==> config.mk <==
export PLATFORM = sky130hd
export DESIGN_NAME = mem_access_ctrl
export DESIGN_NICKNAME = d
export VERILOG_FILES = /design/src/rtl/mem_access_ctrl.sv
export SDC_FILE = /design/constraint.sdc
export NUM_CORES = 1
export LEC_CHECK = 0
export ABC_AREA = 1
export BUFFER_PORTS_ARGS = -buffer_cell sky130_fd_sc_hd__buf_2
export CORE_UTILIZATION = 48
export CTS_CLUSTER_SIZE = 20
export DETAILED_ROUTE_END_ITERATION = 7
export PLACE_DENSITY = 0.86
export RECOVER_POWER = 100
export SYNTH_ARGS = -nofsm -noshare
export SYNTH_HDL_FRONTEND = slang
export SYNTH_SLANG_ARGS = --single-unit
==> constraint.sdc <==
create_clock -name i_clk -period 2.2 [get_ports i_clk]
set_clock_uncertainty 0.05 [all_clocks]
set_input_delay 0.44 -clock i_clk [delete_from_list [all_inputs] [get_ports i_clk]]
set_output_delay 0.44 -clock i_clk [all_outputs]
set_load 0.05 [all_outputs]
==> src/rtl/mem_access_ctrl.sv <==
`default_nettype none
// ============================================================================
// Module   : mem_access_ctrl
// Brief    : Byte/half/word load-store controller between the MEM stage and a
//            word-wide data memory. Sub-word stores use read-modify-write;
//            loads return sign/zero-extended data on a valid/ready channel.
// Revision : 1.0 - initial release
// ============================================================================
module mem_access_ctrl #(
  parameter int DATA_W    = 32,
  parameter int ADDR_W    = 32,
  parameter int MEM_WORDS = 32
) (
  input  logic              i_clk,
  input  logic              i_rst_n,
  input  logic              i_req_valid,
  output logic              o_req_ready,
  input  logic              i_req_we,
  input  logic [1:0]        i_req_size,
  input  logic              i_req_unsigned,
  input  logic [ADDR_W-1:0] i_req_addr,
  input  logic [DATA_W-1:0] i_req_wdata,
  output logic              o_rsp_valid,
  input  logic              i_rsp_ready,
  output logic [DATA_W-1:0] o_rsp_rdata,
  output logic              o_rsp_err,
  output logic              o_mem_en,
  output logic              o_mem_readEn,
  output logic              o_mem_writeEn,
  output logic [ADDR_W-1:0] o_mem_add,
  output logic [DATA_W-1:0] o_mem_data,
  input  logic [DATA_W-1:0] i_mem_data
);

  localparam logic [ADDR_W-1:0] c_mem_words = ADDR_W'(MEM_WORDS);
  localparam logic [1:0]        c_size_word = 2'b10;

  typedef enum logic [1:0] {
    S_IDLE = 2'd0,
    S_RD   = 2'd1,
    S_WR   = 2'd2,
    S_RESP = 2'd3
  } state_t;

  state_t            r_state;
  state_t            w_state_nxt;

  logic              r_we;
  logic [1:0]        r_size;
  logic              r_uns;
  logic [ADDR_W-1:0] r_addr;
  logic [DATA_W-1:0] r_wdata;
  logic [DATA_W-1:0] r_rdata;
  logic              r_err;

  logic              w_accept;
  logic              w_req_err;
  logic [ADDR_W-1:0] w_word_idx;
  logic [DATA_W-1:0] w_rword;
  logic [7:0]        w_byte;
  logic [15:0]       w_half;
  logic [DATA_W-1:0] w_ext;
  logic [DATA_W-1:0] w_merge;

  assign w_accept   = (r_state == S_IDLE) && i_req_valid;
  assign w_word_idx = {2'b00, r_addr[ADDR_W-1:2]};
  // Word 0 is hard-wired to zero regardless of what the memory returns.
  assign w_rword    = (w_word_idx == '0) ? '0 : i_mem_data;

  // Request legality: size, alignment and word-index range.
  always_comb begin
    w_req_err = 1'b0;
    case (i_req_size)
      2'b00:   w_req_err = 1'b0;
      2'b01:   w_req_err = i_req_addr[0];
      2'b10:   w_req_err = |i_req_addr[1:0];
      default: w_req_err = 1'b1;
    endcase
    if ({2'b00, i_req_addr[ADDR_W-1:2]} >= c_mem_words) begin
      w_req_err = 1'b1;
    end
  end

  // Lane extraction, load extension and store merge from the RD-cycle word.
  always_comb begin
    w_byte  = w_rword[7:0];
    case (r_addr[1:0])
      2'd1:    w_byte = w_rword[15:8];
      2'd2:    w_byte = w_rword[23:16];
      2'd3:    w_byte = w_rword[31:24];
      default: w_byte = w_rword[7:0];
    endcase
    w_half  = r_addr[1] ? w_rword[31:16] : w_rword[15:0];
    case (r_size)
      2'b00:   w_ext = {{24{~r_uns & w_byte[7]}}, w_byte};
      2'b01:   w_ext = {{16{~r_uns & w_half[15]}}, w_half};
      default: w_ext = w_rword;
    endcase
    w_merge = w_rword;
    case (r_size)
      2'b00:   w_merge[{r_addr[1:0], 3'b000} +: 8] = r_wdata[7:0];
      2'b01:   w_merge[{r_addr[1], 4'b0000} +: 16] = r_wdata[15:0];
      default: w_merge = r_wdata;
    endcase
  end

  // State register.
  always_ff @(posedge i_clk or negedge i_rst_n) begin
    if (!i_rst_n) begin
      r_state <= S_IDLE;
    end else begin
      r_state <= w_state_nxt;
    end
  end

  // Next-state and memory/response output decode; outputs depend only on state.
  always_comb begin
    w_state_nxt   = r_state;
    o_req_ready   = 1'b0;
    o_rsp_valid   = 1'b0;
    o_rsp_rdata   = '0;
    o_rsp_err     = 1'b0;
    o_mem_en      = 1'b0;
    o_mem_readEn  = 1'b0;
    o_mem_writeEn = 1'b0;
    o_mem_add     = '0;
    o_mem_data    = '0;
    case (r_state)
      S_IDLE: begin
        o_req_ready = 1'b1;
        if (w_accept) begin
          if (w_req_err) begin
            w_state_nxt = S_RESP;
          end else if (i_req_we && (i_req_size == c_size_word)) begin
            w_state_nxt = S_WR;
          end else begin
            w_state_nxt = S_RD;
          end
        end
      end
      S_RD: begin
        o_mem_en     = 1'b1;
        o_mem_readEn = 1'b1;
        o_mem_add    = w_word_idx;
        w_state_nxt  = r_we ? S_WR : S_RESP;
      end
      S_WR: begin
        o_mem_en      = 1'b1;
        o_mem_writeEn = 1'b1;
        o_mem_add     = w_word_idx;
        o_mem_data    = r_wdata;
        w_state_nxt   = S_RESP;
      end
      default: begin
        o_rsp_valid = 1'b1;
        o_rsp_rdata = r_rdata;
        o_rsp_err   = r_err;
        if (i_rsp_ready) begin
          w_state_nxt = S_IDLE;
        end
      end
    endcase
  end

  // Request latch, RD-cycle capture of load data or merged store word.
  always_ff @(posedge i_clk or negedge i_rst_n) begin
    if (!i_rst_n) begin
      r_we    <= 1'b0;
      r_size  <= 2'b00;
      r_uns   <= 1'b0;
      r_addr  <= '0;
      r_wdata <= '0;
      r_rdata <= '0;
      r_err   <= 1'b0;
    end else begin
      if (w_accept) begin
        r_we    <= i_req_we;
        r_size  <= i_req_size;
        r_uns   <= i_req_unsigned;
        r_addr  <= i_req_addr;
        r_wdata <= i_req_wdata;
        r_rdata <= '0;
        r_err   <= w_req_err;
      end else if (r_state == S_RD) begin
        if (r_we) begin
          r_wdata <= w_merge;
        end else begin
          r_rdata <= w_ext;
        end
      end else if ((r_state == S_RESP) && i_rsp_ready) begin
        r_rdata <= '0;
        r_err   <= 1'b0;
      end
    end
  end

endmodule
`default_nettype wire

; Yosys cells after proc, flatten, opt, wreduce, memory -nomap -nowiden
; Cells that the tools add are included.
[classes]
addsub = 2
n_lt_le_gt_ge = 1
n_eq_ne = 12
shift = 4
mux = 34
n_bitwise = 3
reduce_logical = 20
[ops]
columns = operator, count
row1 = 32-bit 2-to-1 mux, 10
row2 = 32-bit case mux with 2 select lines, 2
row3 = 32-bit bitwise mux, 2
row4 = 32-bit logical NOT, 1
row5 = 16-bit by 7-bit variable shift with 32-bit output (first input constant), 1
row6 = 8-bit by 7-bit variable shift with 32-bit output (first input constant), 1
row7 = 16-bit by 7-bit indexed part select with 32-bit output, 1
row8 = 8-bit by 7-bit indexed part select with 32-bit output, 1
row9 = 30-bit by 6-bit greater-or-equal comparator with 1-bit output (second input constant), 1
row10 = 30-bit 2-to-1 mux, 1
row11 = 8-bit case mux with 3 select lines, 1
row12 = 16-bit 2-to-1 mux, 1
row13 = 5-bit negator with 7-bit output, 2
row14 = 1-bit 2-to-1 mux, 11
row15 = 2-bit == test (second input constant), 5
row16 = 2-bit by 1-bit == test with 1-bit output (second input constant), 4
row17 = 2-bit 2-to-1 mux, 4
row18 = 2-bit logical NOT, 3
row19 = 2-bit case mux with 3 select lines, 1
row20 = 2-bit AND reduction, 3
row21 = 2-bit nonzero test, 3
row22 = 3-bit nonzero test, 2
row23 = 2-bit inequality test (second input constant), 2
row24 = 4-bit nonzero test, 1
row25 = other kinds (8), 12
[word_totals]
regBits = 103
in_bits = 104
output_inout_bits = 102
elab_cells = 84

; Longest topological paths before layout
[depth]
depth_word = 8
depth_mapped = 16
mapped_depth_nobuf = 14

; Worst setup path after synthesis
; Ideal clock, no wire load.
[synth_timing]
path_kind = register to register
from = register r_state[0]
to = register r_wdata[20]
setup_ps = 118
t_arrival_ps = 2201
t_required_ps = 2032
setup_slack_ps = -169
stages_incl_launch_ff = 12
period_less_slack_ps = 2369
cell_sequence = dfrtp_1 inv_1 ha_1 nand2_4 inv_4 buf_6 a31oi_4 buf_2 a221oi_1 o21ai_0 a21oi_1 nor2_1
[synth_via]
elab_chain_cells = 4
word_cells_on_any_way = 8
classes_between = eq/ne: 1 / mux: 1 / reduce/logical: 6
[synth_rtl]
columns = element, line
row1 = from (decl), 45  ; state_t r_state;
row2 = from (signal assigned), 112  ; r_state <= w_state_nxt;
row3 = 2-bit logical NOT, 65  ; assign w_accept = (r_state == S_IDLE) && i_req_valid;
row4 = 1-bit logical AND, 65
row5 = 3-bit nonzero test (no line) or 2-bit nonzero test (tied branches), -
row6 = 3-bit AND reduction (no line), -
row7 = to (signal assigned), 181  ; r_wdata <= i_req_wdata;
row8 = to (signal assigned), 186  ; r_wdata <= w_merge;
row9 = to (decl), 52  ; logic [DATA_W-1:0] r_wdata;
; Several ways; a longest one is shown, not always the timed one.
; A chain may end at the register's enable or synchronous reset.

; Final worst setup path
[layout_timing]
from = register r_state[1]
to = output port o_mem_add[26]
[layout_via]
elab_chain_cells = 3
word_cells_on_any_way = 4
classes_between = eq/ne: 2 / mux: 1 / reduce/logical: 1
[layout_rtl]
columns = element, line
row1 = 2-bit by 1-bit == test with 1-bit output or 2-bit == test (tied branches), 128  ; case (r_state)
row2 = 2-bit OR reduction (no line) (*), -
row3 = 30-bit 2-to-1 mux (*), 128
row4 = to (decl), 30  ; output logic [ADDR_W-1:0] o_mem_add,
; Every way passes the cells marked *; elsewhere a longest branch is shown, timed or not.

==> impl_results.md <==
- Outcome: complete, but fails checks
- Failing checks: negative setup slack
- Hold Vio Cnt, Final: 0
- Netlist cell types: 38
- Element type at the critical path end: output port
- Async SR Flop Fraction: 100%
- Ant diodes: 0
- Pleak: 5.05 nW
- FF-to-FF Start: r_addr[0]
- Core region area: 13900 um2
- Tmin final: 2220 ps
- Cell repeated most along the worst path: inv_1
- Mapped cell area: 6900 um2
- Critical-path cell list: inv_1 > ha_2 > clkbuf_16 > nand2_1 > inv_1 > buf_4
- Die ar.: 14900 um2
- Max-slew headroom: 55.1%
- Worst Path Required: 1710 ps
- Clock Sink Count: 103
- Peak Freq: 451 MHz
- Share of layout cells above drive strength 1: 26.6%
- Top_reg_cell synth: dfrtp_1
- RSZ-0062 raised after global routing: yes
- Vias per inst: 5.41
- Die X: 122 um
- Mapped Cells: 1048
- Overflow after GRT: 0
- Power, Total: 15.4 mW
- CP Class: register to output port
- DRT antenna net count: 0
- Simple-gate share of the synthesized area: 28.5%
- Clk Latency, worst-skew pair: 360 ps
- Register Area: 2580 um2
- Vias in the first global route: 6896
- Ports: 206
- Footprint of the multi-input gates: 3400 um2
- Final setup margin: -17.2 ps
- Area Growth Syn to Fin: 28.1%
- WP data arrival: 1730 ps
- Die Ht: 122 um
- Pin count of the biggest net entering global routing: 57
- DRC: 0
- Cell depth of the worst setup path: 6
- Worst-path clk slew: 70 ps
- Max-cap viol count: 0
- Adder-Cell Fraction of Synth Area: 2.18%
- Reg2reg path depth: 10
- Startpoint Class: register
- Period Utilization, post-route: 101%
- Routed WL per cell: 15.6 um
- Max incr delay on CP: 410 ps
- Ys Warns: 0
- Clk root buf: clkbuf_16
- P per Cell Area: 1750 nW/um2
- Clock Path Buffers: 2
- Cell Rows: 43
- Yosys reg bits: 103
- Fillers: 1214
- Peak VDD IR: 1470 uV
- CTS Buf Count: 9
- R2R Path End: r_wdata[31]
- Fin cells: 1426
- Initial Util: 49.5%
- Dpl ws: 104 ps
- Gpl congestion: 0.958
- Critical-path maximum fanout: 16
- Final setup vio count: 11
- First drt pass iteration count: 5
- Final wirelength: 22300 um
- Synth Area in XOR/XNOR: 0%
- R2r setup slk: 120 ps
- Compound-Gate Fraction of Synth Area: 17.8%
- Largest family of logic cells by synthesized area: simple AND/OR/NAND/NOR gates
- Fin util: 63.5%
- Buffers on Ports: 203
- Overall global routing resource usage: 30.0%
- First DRT Iteration DRCs: 667
- Syn avg cell area: 6.59 um2
- Hold crit path type: input pin to register
- Mux cell area share after synthesis: 0%
- Initial antenna violation count: 1
- Vias post-DR: 7710
- Min-Delay Path Depth: 3
- Largest delay contributor family on the critical path: buffers and inverters
- First-pass GRT wire length: 34300 um
- DP HPWL: 16900 um
- Dpl cells: 1406
- Slew Viols, Final: 0
- TritonCTS clock tree: built
- Worst path buffer plus inverter count: 4
- CP max-delay cell: ha_2
- Final-stage net count: 1357
- Worst Setup SP: r_state[1]
- Slew @ Worst Pin: 673 ps
- Setup crit end: o_mem_add[26]
- H-Tree Depth: 3
- EDFF count, synth: 0
- Seq/Total Area, Yosys: 37.3%
stage by stage:
step	hold WS, ps	setup TNS [ps]	area, um2
floorplan	94.4	0	7030
global placement	325	0	8310
detailed placement	327	0	8310
CTS	220	0	8690
global route	244	-1240	8850
finish	231	-64.2	8850
power breakdown:
group	total [mW]	internal, mW	switching (mW)
registers	3.44	2.80	0.642
clock network	1.54	0.786	0.756
logic	10.5	3.25	7.21
tightest hold or removal path: stages:
cell	delay (ps)
buf_2	70
nand2_1	40
nand2_1	50
registers in the layout (all words and copies together), names as in the netlist:
signal / cells
r_err: 1
r_size: 2
r_we: 1
r_state: 2
r_addr: 32
r_uns: 1
r_wdata: 32
r_rdata: 32
worst min path at each step:
stage,endpoint,slack [ps],start
CTS,r_addr[3],220,i_req_addr[3]
finish,r_addr[5],230,i_req_addr[5]
global placement,r_wdata[30],330,i_rst_n
detailed placement,r_wdata[30],330,i_rst_n
floorplan,r_addr[0],90,i_rst_n
global route,r_addr[3],240,i_req_addr[3]
layer usage:
metal	track usage (%)	routed length, um
met1	37.5	8670
met2	48.0	10400
met3	5.81	2140
met4	18.1	1080
met5	0	13
layout by cell type (no fill, tap or decap), types with 2 or more instances in the layout:
master and instances:
clkinvlp_4 32, o22ai_1 29, o32ai_1 3, a211oi_1 6, o21ai_0 55, dfrtp_1 103
a22oi_1 4, buf_12 5, o211ai_1 3, or2_2 8, inv_6 3, nand2_1 342
ha_2 4, nand2_4 2, nand3_2 3, ha_1 8, buf_6 3, a21oi_1 83
nand3b_1 2, o2111ai_1 6, inv_1 146, a21oi_2 6, inv_2 7, o21ai_2 2
o21ai_1 8, buf_4 84, nor3_1 5, nor2_1 60, clkbuf_4 10, nand3_1 42
a221oi_1 4, nor2_4 3, nand2_2 6, buf_2 133, conb_1 2, clkbuf_16 10
repair_timing:
action	in CTS	in global routing
gates resized for setup	32	80
hold endpoints to repair	24	0
setup buffers	1	1
setup endpoints to repair	31	96
pin swaps	0	1
hold buffers	1	0
cloned	0	1
cell type report:
type / instances / share of cell area [%]
sequential: 103 / 29.1
clock inverter: 6 / 0.594
timing repair buffer: 238 / 17.5
clock buffer: 10 / 2.59
tap: 180 / 2.55
multi-input combinational: 703 / 38.4
inverter: 186 / 9.25
cell families (layout without fill, tap and decap cells):
group                      count (synthesis)  in the layout
AOI/OAI and AO/OA                        212            212
adders and majority gates                 12             12
buffers and inverters                    243            440
DFF                                      103            103
other                                      1              2
and+or+nand+nor                          477            477
cells in the mapped netlist (all sizes together) (7+ instances only):
cell | instances | area (um2)
nand2 | 351 | 1350
or2 | 8 | 50.1
nand3 | 46 | 253
a211oi | 7 | 57.6
dfrtp | 103 | 2580
nor2 | 64 | 265
a21oi | 90 | 473
inv | 185 | 697
o22ai | 29 | 181
ha | 12 | 150
clkbuf | 34 | 128
o21ai | 65 | 329
buf | 23 | 149
Power figures use the tool's default switching activity.
